**config.mk**
```make
export PLATFORM = sky130hd
export DESIGN_NAME = input_debounce
export DESIGN_NICKNAME = d
export VERILOG_FILES = /design/src/rtl/input_debounce.sv
export SDC_FILE = /design/constraint.sdc
export NUM_CORES = 1
export LEC_CHECK = 0
export CAP_MARGIN = 20
export CELL_PAD_IN_SITES_DETAIL_PLACEMENT = 1
export CELL_PAD_IN_SITES_GLOBAL_PLACEMENT = 1
export CORE_MARGIN = 3
export CORE_UTILIZATION = 36
export DETAILED_ROUTE_END_ITERATION = 12
export PLACE_DENSITY_LB_ADDON = 0.1
export SLEW_MARGIN = 15
export SYNTH_ARGS = -nofsm -noshare
export SYNTH_HDL_FRONTEND = slang
export SYNTH_SLANG_ARGS = --single-unit
```
**constraint.sdc**
```tcl
create_clock -name clk -period 2 [get_ports clk]
set_input_delay 0.2 -clock clk [delete_from_list [all_inputs] [get_ports clk]]
set_output_delay 0.2 -clock clk [all_outputs]
set_load 0.01 [all_outputs]
```
**src/rtl/input_debounce.sv**
```systemverilog
// input_debounce
// Fabric-side conditioning of the input-cell output IQZ. IQZ is brought into
// the clk domain through a short synchronizer chain. A small STABLE/CHECK FSM
// then accepts a new level only after DEBOUNCE_CYCLES consecutive differing
// samples, and emits a one-cycle rise/fall strobe aligned with the new level.
// Selected edges feed a saturating event counter with ack and sticky overflow.
module input_debounce #(
  parameter int unsigned SYNC_STAGES     = 2,
  parameter int unsigned DEBOUNCE_CYCLES = 16,
  parameter int unsigned CNT_W           = 8,
  parameter int unsigned EDGE_SEL        = 0,
  parameter logic        RESET_LEVEL     = 1'b0
) (
  input  logic             clk,
  input  logic             rst_n,
  input  logic             IQZ,
  input  logic             en,
  input  logic             evt_ack,
  output logic             dbc_level,
  output logic             rise_pulse,
  output logic             fall_pulse,
  output logic [CNT_W-1:0] evt_count,
  output logic             evt_pending,
  output logic             overflow
);

  // Debounce counter only ever needs to hold values up to DEBOUNCE_CYCLES.
  localparam int unsigned      DEB_W    = $clog2(DEBOUNCE_CYCLES + 1);
  localparam logic [DEB_W-1:0] DEB_LAST = DEB_W'(DEBOUNCE_CYCLES - 1);
  localparam logic [CNT_W-1:0] CNT_MAX  = '1;

  typedef enum logic {
    ST_STABLE = 1'b0,
    ST_CHECK  = 1'b1
  } state_t;

  // Saturating increment: the counter parks at all-ones instead of wrapping.
  function automatic logic [CNT_W-1:0] sat_inc(input logic [CNT_W-1:0] v);
    return (v == CNT_MAX) ? v : v + CNT_W'(1);
  endfunction

  // ---------------------------------------------------------------------
  // Synchronizer state
  // ---------------------------------------------------------------------
  logic [SYNC_STAGES-1:0] sync_q;
  logic [SYNC_STAGES-1:0] sync_d;
  logic                   s;

  // ---------------------------------------------------------------------
  // Debounce FSM state and registered outputs
  // ---------------------------------------------------------------------
  state_t           state_q;
  state_t           state_d;
  logic [DEB_W-1:0] deb_cnt_q;
  logic [DEB_W-1:0] deb_cnt_d;
  logic             level_q;
  logic             level_d;
  logic             rise_q;
  logic             rise_d;
  logic             fall_q;
  logic             fall_d;

  // ---------------------------------------------------------------------
  // Event counter state
  // ---------------------------------------------------------------------
  logic             counted_edge;
  logic [CNT_W-1:0] evt_count_q;
  logic [CNT_W-1:0] evt_count_d;
  logic             evt_pending_q;
  logic             evt_pending_d;
  logic             overflow_q;
  logic             overflow_d;

  // Shift IQZ into the chain; only the last stage is used downstream.
  always_comb begin
    sync_d = {sync_q[SYNC_STAGES-2:0], IQZ};
  end

  assign s = sync_q[SYNC_STAGES-1];

  // Synchronizer flops; the only place IQZ is sampled.
  always_ff @(posedge clk or negedge rst_n) begin
    if (!rst_n) begin
      sync_q <= {SYNC_STAGES{RESET_LEVEL}};
    end else begin
      sync_q <= sync_d;
    end
  end

  // Debounce decision: count consecutive samples differing from the accepted level.
  always_comb begin
    state_d   = state_q;
    deb_cnt_d = deb_cnt_q;
    level_d   = level_q;
    rise_d    = 1'b0;
    fall_d    = 1'b0;

    if (!en) begin
      // Frozen: drop any partial count, hold the level, keep quiet.
      state_d   = ST_STABLE;
      deb_cnt_d = '0;
    end else begin
      case (state_q)
        ST_STABLE: begin
          if (s != level_q) begin
            if (DEBOUNCE_CYCLES == 1) begin
              // A single differing sample is enough: accept right away.
              level_d   = s;
              rise_d    = s;
              fall_d    = ~s;
              deb_cnt_d = '0;
            end else begin
              state_d   = ST_CHECK;
              deb_cnt_d = DEB_W'(1);
            end
          end
        end

        ST_CHECK: begin
          if (s == level_q) begin
            // Input bounced back before qualifying: treat as a glitch.
            state_d   = ST_STABLE;
            deb_cnt_d = '0;
          end else if (deb_cnt_q == DEB_LAST) begin
            level_d   = s;
            rise_d    = s;
            fall_d    = ~s;
            state_d   = ST_STABLE;
            deb_cnt_d = '0;
          end else begin
            deb_cnt_d = deb_cnt_q + DEB_W'(1);
          end
        end

        default: begin
          state_d   = ST_STABLE;
          deb_cnt_d = '0;
        end
      endcase
    end
  end

  // Debounce FSM registers; strobes come out together with the new level.
  always_ff @(posedge clk or negedge rst_n) begin
    if (!rst_n) begin
      state_q   <= ST_STABLE;
      deb_cnt_q <= '0;
      level_q   <= RESET_LEVEL;
      rise_q    <= 1'b0;
      fall_q    <= 1'b0;
    end else begin
      state_q   <= state_d;
      deb_cnt_q <= deb_cnt_d;
      level_q   <= level_d;
      rise_q    <= rise_d;
      fall_q    <= fall_d;
    end
  end

  // Pick which registered strobes count as events.
  always_comb begin
    counted_edge = 1'b0;
    if (EDGE_SEL == 0) begin
      counted_edge = rise_q;
    end else if (EDGE_SEL == 1) begin
      counted_edge = fall_q;
    end else begin
      counted_edge = rise_q | fall_q;
    end
  end

  // Event counter: ack clears, but an edge arriving with the ack still counts.
  always_comb begin
    evt_count_d = evt_count_q;
    overflow_d  = overflow_q;

    if (evt_ack) begin
      evt_count_d = counted_edge ? CNT_W'(1) : '0;
      overflow_d  = 1'b0;
    end else if (counted_edge) begin
      if (evt_count_q == CNT_MAX) begin
        overflow_d = 1'b1;
      end
      evt_count_d = sat_inc(evt_count_q);
    end

    evt_pending_d = (evt_count_d != '0);
  end

  // Event counter registers; pending is registered from the same next value.
  always_ff @(posedge clk or negedge rst_n) begin
    if (!rst_n) begin
      evt_count_q   <= '0;
      evt_pending_q <= 1'b0;
      overflow_q    <= 1'b0;
    end else begin
      evt_count_q   <= evt_count_d;
      evt_pending_q <= evt_pending_d;
      overflow_q    <= overflow_d;
    end
  end

  assign dbc_level   = level_q;
  assign rise_pulse  = rise_q;
  assign fall_pulse  = fall_q;
  assign evt_count   = evt_count_q;
  assign evt_pending = evt_pending_q;
  assign overflow    = overflow_q;

endmodule
```
==> impl_metrics.toml <==
[timing]
fmax_mhz = 499.9
setup_viol = 1
hold_viol_final = 0
fin_crit_ns = 2.000
slew_viol_final = 0
holdWs_ns = 0.2269
worst-slew-pin-transition_ns = 0.5195
rsz0062_at_grt = "yes"
skew_ns = 0.002431
worst_slack_ns = -0.0002642
min_period_over_period_pct = 100.0
maxSlewHeadroom_pct = 65.26

[setup_path]
cp_slowest_stage_delay_ns = 0.44
cp_top_family = "simple AND/OR/NAND/NOR gates"
crit_fanout = 5
cp.required_ns = 2.18
critical_path_buf_inv_count = 0
critPathArrivalTime_ns = 2.18
path_cells = "ha_4, and4_2, a21oi_1, a311oi_1, or3b_1, or4_1"
critPathLaunchType = "flip-flop"
crit_path_end_kind = "flip-flop"
crit_type = "reg2reg"
slowest_stage = "dfrtp_2"

[pwr]
p_switching_uw = 158.5
p_total_uw = 681.9
p_leak_uw = 0.0006360
internal-power_uw = 523.4
comb_power_share_pct = 6.5
pwr-share-clk_pct = 29.8
vdd_drop_max_v = 0.0004876
p_seq_share_pct = 63.7
swShare_pct = 23.24
powerDensity_nw_per_um2 = 491.8

[route]
via_count = 957
vias_per_cell = 5.731
wire_per_inst_microns = 16.08
drt.antenna.violating_nets = 0
drtIter0Drc = 31
drt_wl_total_microns = 2685
drcViolationCount = 0
dr.pass1.iters = 4

[final_layout]
fillers = 332
layout.nets = 144
syn2layout_area_growth_pct = 29.44
stdcell_count = 167
antenna_cells = 0
drive_gt1_share_pct = 17.65
post-route-util_pct = 49.42
finalInstanceArea_sq_um = 1386

[cts]
clock_latency_ns = 0.30
htreeDepth = 1
cts_num_sinks = 21
root_buffer = "clkbuf_4"
cts_tree = "done"
path_clk_slew_ns = 0.12
hold_buffers = 0
numCtsBuffers = 3
cts_buffer_depth = 2

[yosys]
synth_flop_cell = "dfrtp_1"
syn-num-nets = 113
muxShareOfSynthArea_pct = 2.921
synth_top_family_by_area = "simple AND/OR/NAND/NOR gates"
syn_avg_cell_area_sq_um = 10.10
synth_top_area_share_pct = 49.07
yosys-top-cells-area = "dfrtp_1, nand3_1, nor2_1"
synth-simple-area-share_pct = 21.61
synth_area_leader_cell = "dfrtp_1"
synth.distinct_cells = 38
yosysWarnings = 0
ys_seq_elements = 21
yosysSeqAreaShare_pct = 49.07
syn_inst = 106
synthAdderAreaFrac_pct = 2.336
synth-compound-area-share_pct = 17.99
netlist_area_sq_um = 1071
async_flop_share_pct = 100.0
synth_xor_area_share_pct = 1.636
synth_edf_count = 0

[grt]
grt_pass1_wl_microns = 4450
antenna_found_initial = 0
grt.total_usage_pct = 16.13
grt-ovfl-total = 0
grt_max_degree = 13
grt_pass1_vias = 911

[place]
dp_cells = 162
gp_congestion = 0.8184
hpwlAfterDp_microns = 2079
port_buffers = 17
place_area_sq_um = 1351

[floorplan]
core-area_sq_um = 2805
dieArea_sq_um = 3666
dieHeight_microns = 60.55
io_pins = 18
die_w_microns = 60.55
rows = 19
start_util_pct = 38.18

[job]
cap_violations = 0

[hold_path]
hold_path.class = "in2async"

[outcome]
violations = "negative setup slack"
status = "finished, violations left"
cell usage after synthesis, types with 3 or more instances:
master	number
o21ai_0	6
a21oi_1	6
nand4_1	3
dfrtp_1	21
nand3_1	7
inv_1	4
nor3_1	4
nand2_1	7
nor2_1	9
layout by cell type (no fill, tap or decap), types with 2 or more instances in the layout:
cell | Yosys | layout
nand4_1 | 3 | 3
nor2_1 | 9 | 9
a21boi_0 | 2 | 2
o21ai_0 | 6 | 5
and4_2 | 2 | 2
a21oi_1 | 6 | 6
clkdlybuf4s50_1 | 0 | 17
mux2i_1 | 2 | 2
nand3_1 | 7 | 7
buf_4 | 0 | 13
or3_1 | 2 | 2
dfrtp_1 | 21 | 20
nand2_1 | 7 | 7
clkbuf_4 | 0 | 3
inv_1 | 4 | 4
and2_1 | 2 | 2
nor2b_1 | 2 | 2
o211a_1 | 2 | 2
nor3_1 | 4 | 4
xor2_1 | 2 | 2
area by class of cell:
type / instances / area [sq um] / share of cell area [%]
Sequential cell: 21 / 526.8 / 38.00
Multi-Input combinational cell: 77 / 510.5 / 36.82
Timing Repair Buffer: 30 / 267.8 / 19.31
Tap cell: 31 / 38.79 / 2.798
Clock buffer: 3 / 22.52 / 1.625
Inverter: 4 / 15.01 / 1.083
Clock inverter: 1 / 5.005 / 0.3610
per-stage QoR:
step,setup slack (ns),TNS [ns]
after floorplan,0.01984,0
after global placement,-0.05416,-0.05416
after detailed placement,-0.1314,-0.1314
after CTS,0.002452,0
after global routing,-0.09817,-0.09817
final,-0.0002642,-0.0002642
worst register-to-register path, delay by kind of cell, from the launching register on:
kind	cells	cell delay (ns)
adders and majority gates	1	0.18
AOI/OAI and AO/OA	2	0.23
and+or+nand+nor	3	1.05
DFF	1	0.44
logic make-up after synthesis:
| logic type | count (synthesis) |
|---|---|
| mux | 3 |
| buf+inv | 8 |
| compound gates | 27 |
| xor+xnor | 2 |
| flops | 21 |
| fa+ha+maj | 2 |
| simple gates | 43 |
worst paths after layout:
| kind | from | endpoint | slack (ns) | depth (start not counted) |
|---|---|---|---|---|
| max in group asynchronous | rst_n | deb_cnt_q[2] | 1.27 | 2 |
| hold reg to reg | sync_q[0] | sync_q[1] | 0.37 | 0 |
| setup / recovery | evt_count[0] | evt_pending | -0.0003 | 6 |
| hold / removal | rst_n | evt_count[1] | 0.23 | 1 |
| min in group clk | IQZ | sync_q[0] | 0.32 | 1 |
| setup reg to reg | evt_count[0] | evt_pending | -0.0003 | 6 |
what timing repair did:
action                                 4_1_cts  5_1_grt
resized for setup                            0        1
gates cloned                                 0        0
endpoints found under the hold margin        0        0
buffers inserted                             1        0
setup endpoints to repair                    1        1
pin swaps                                    2        1
per-layer routing:
metal / vias to the layer above / wire [microns] / GRT usage [%]
li1: 452 / - / -
met4: 0 / 14 / 1.858
met5: - / 0 / 0
met3: 2 / 161 / 4.043
met2: 28 / 1165 / 22.69
met1: 475 / 1343 / 25.59
power by group through the flow:
stage	logic (uW)	registers [uW]	clock network (uW)
2_1_floorplan	15.2	441	0
3_3_place_gp	43.5	442	0
3_5_place_dp	45.2	443	0
4_1_cts	45.4	435	213
5_1_grt	50.0	435	228
6_report	44.1	434	203
sequential cells by signal (all words and copies together), names as in the netlist:
register and count:
evt_count 8, deb_cnt_q 5, sync_q 2, dbc_level 1, evt_pending 1, fall_pulse 1
overflow 1, rise_pulse 1, state_q 1
Power figures use the tool's default switching activity.
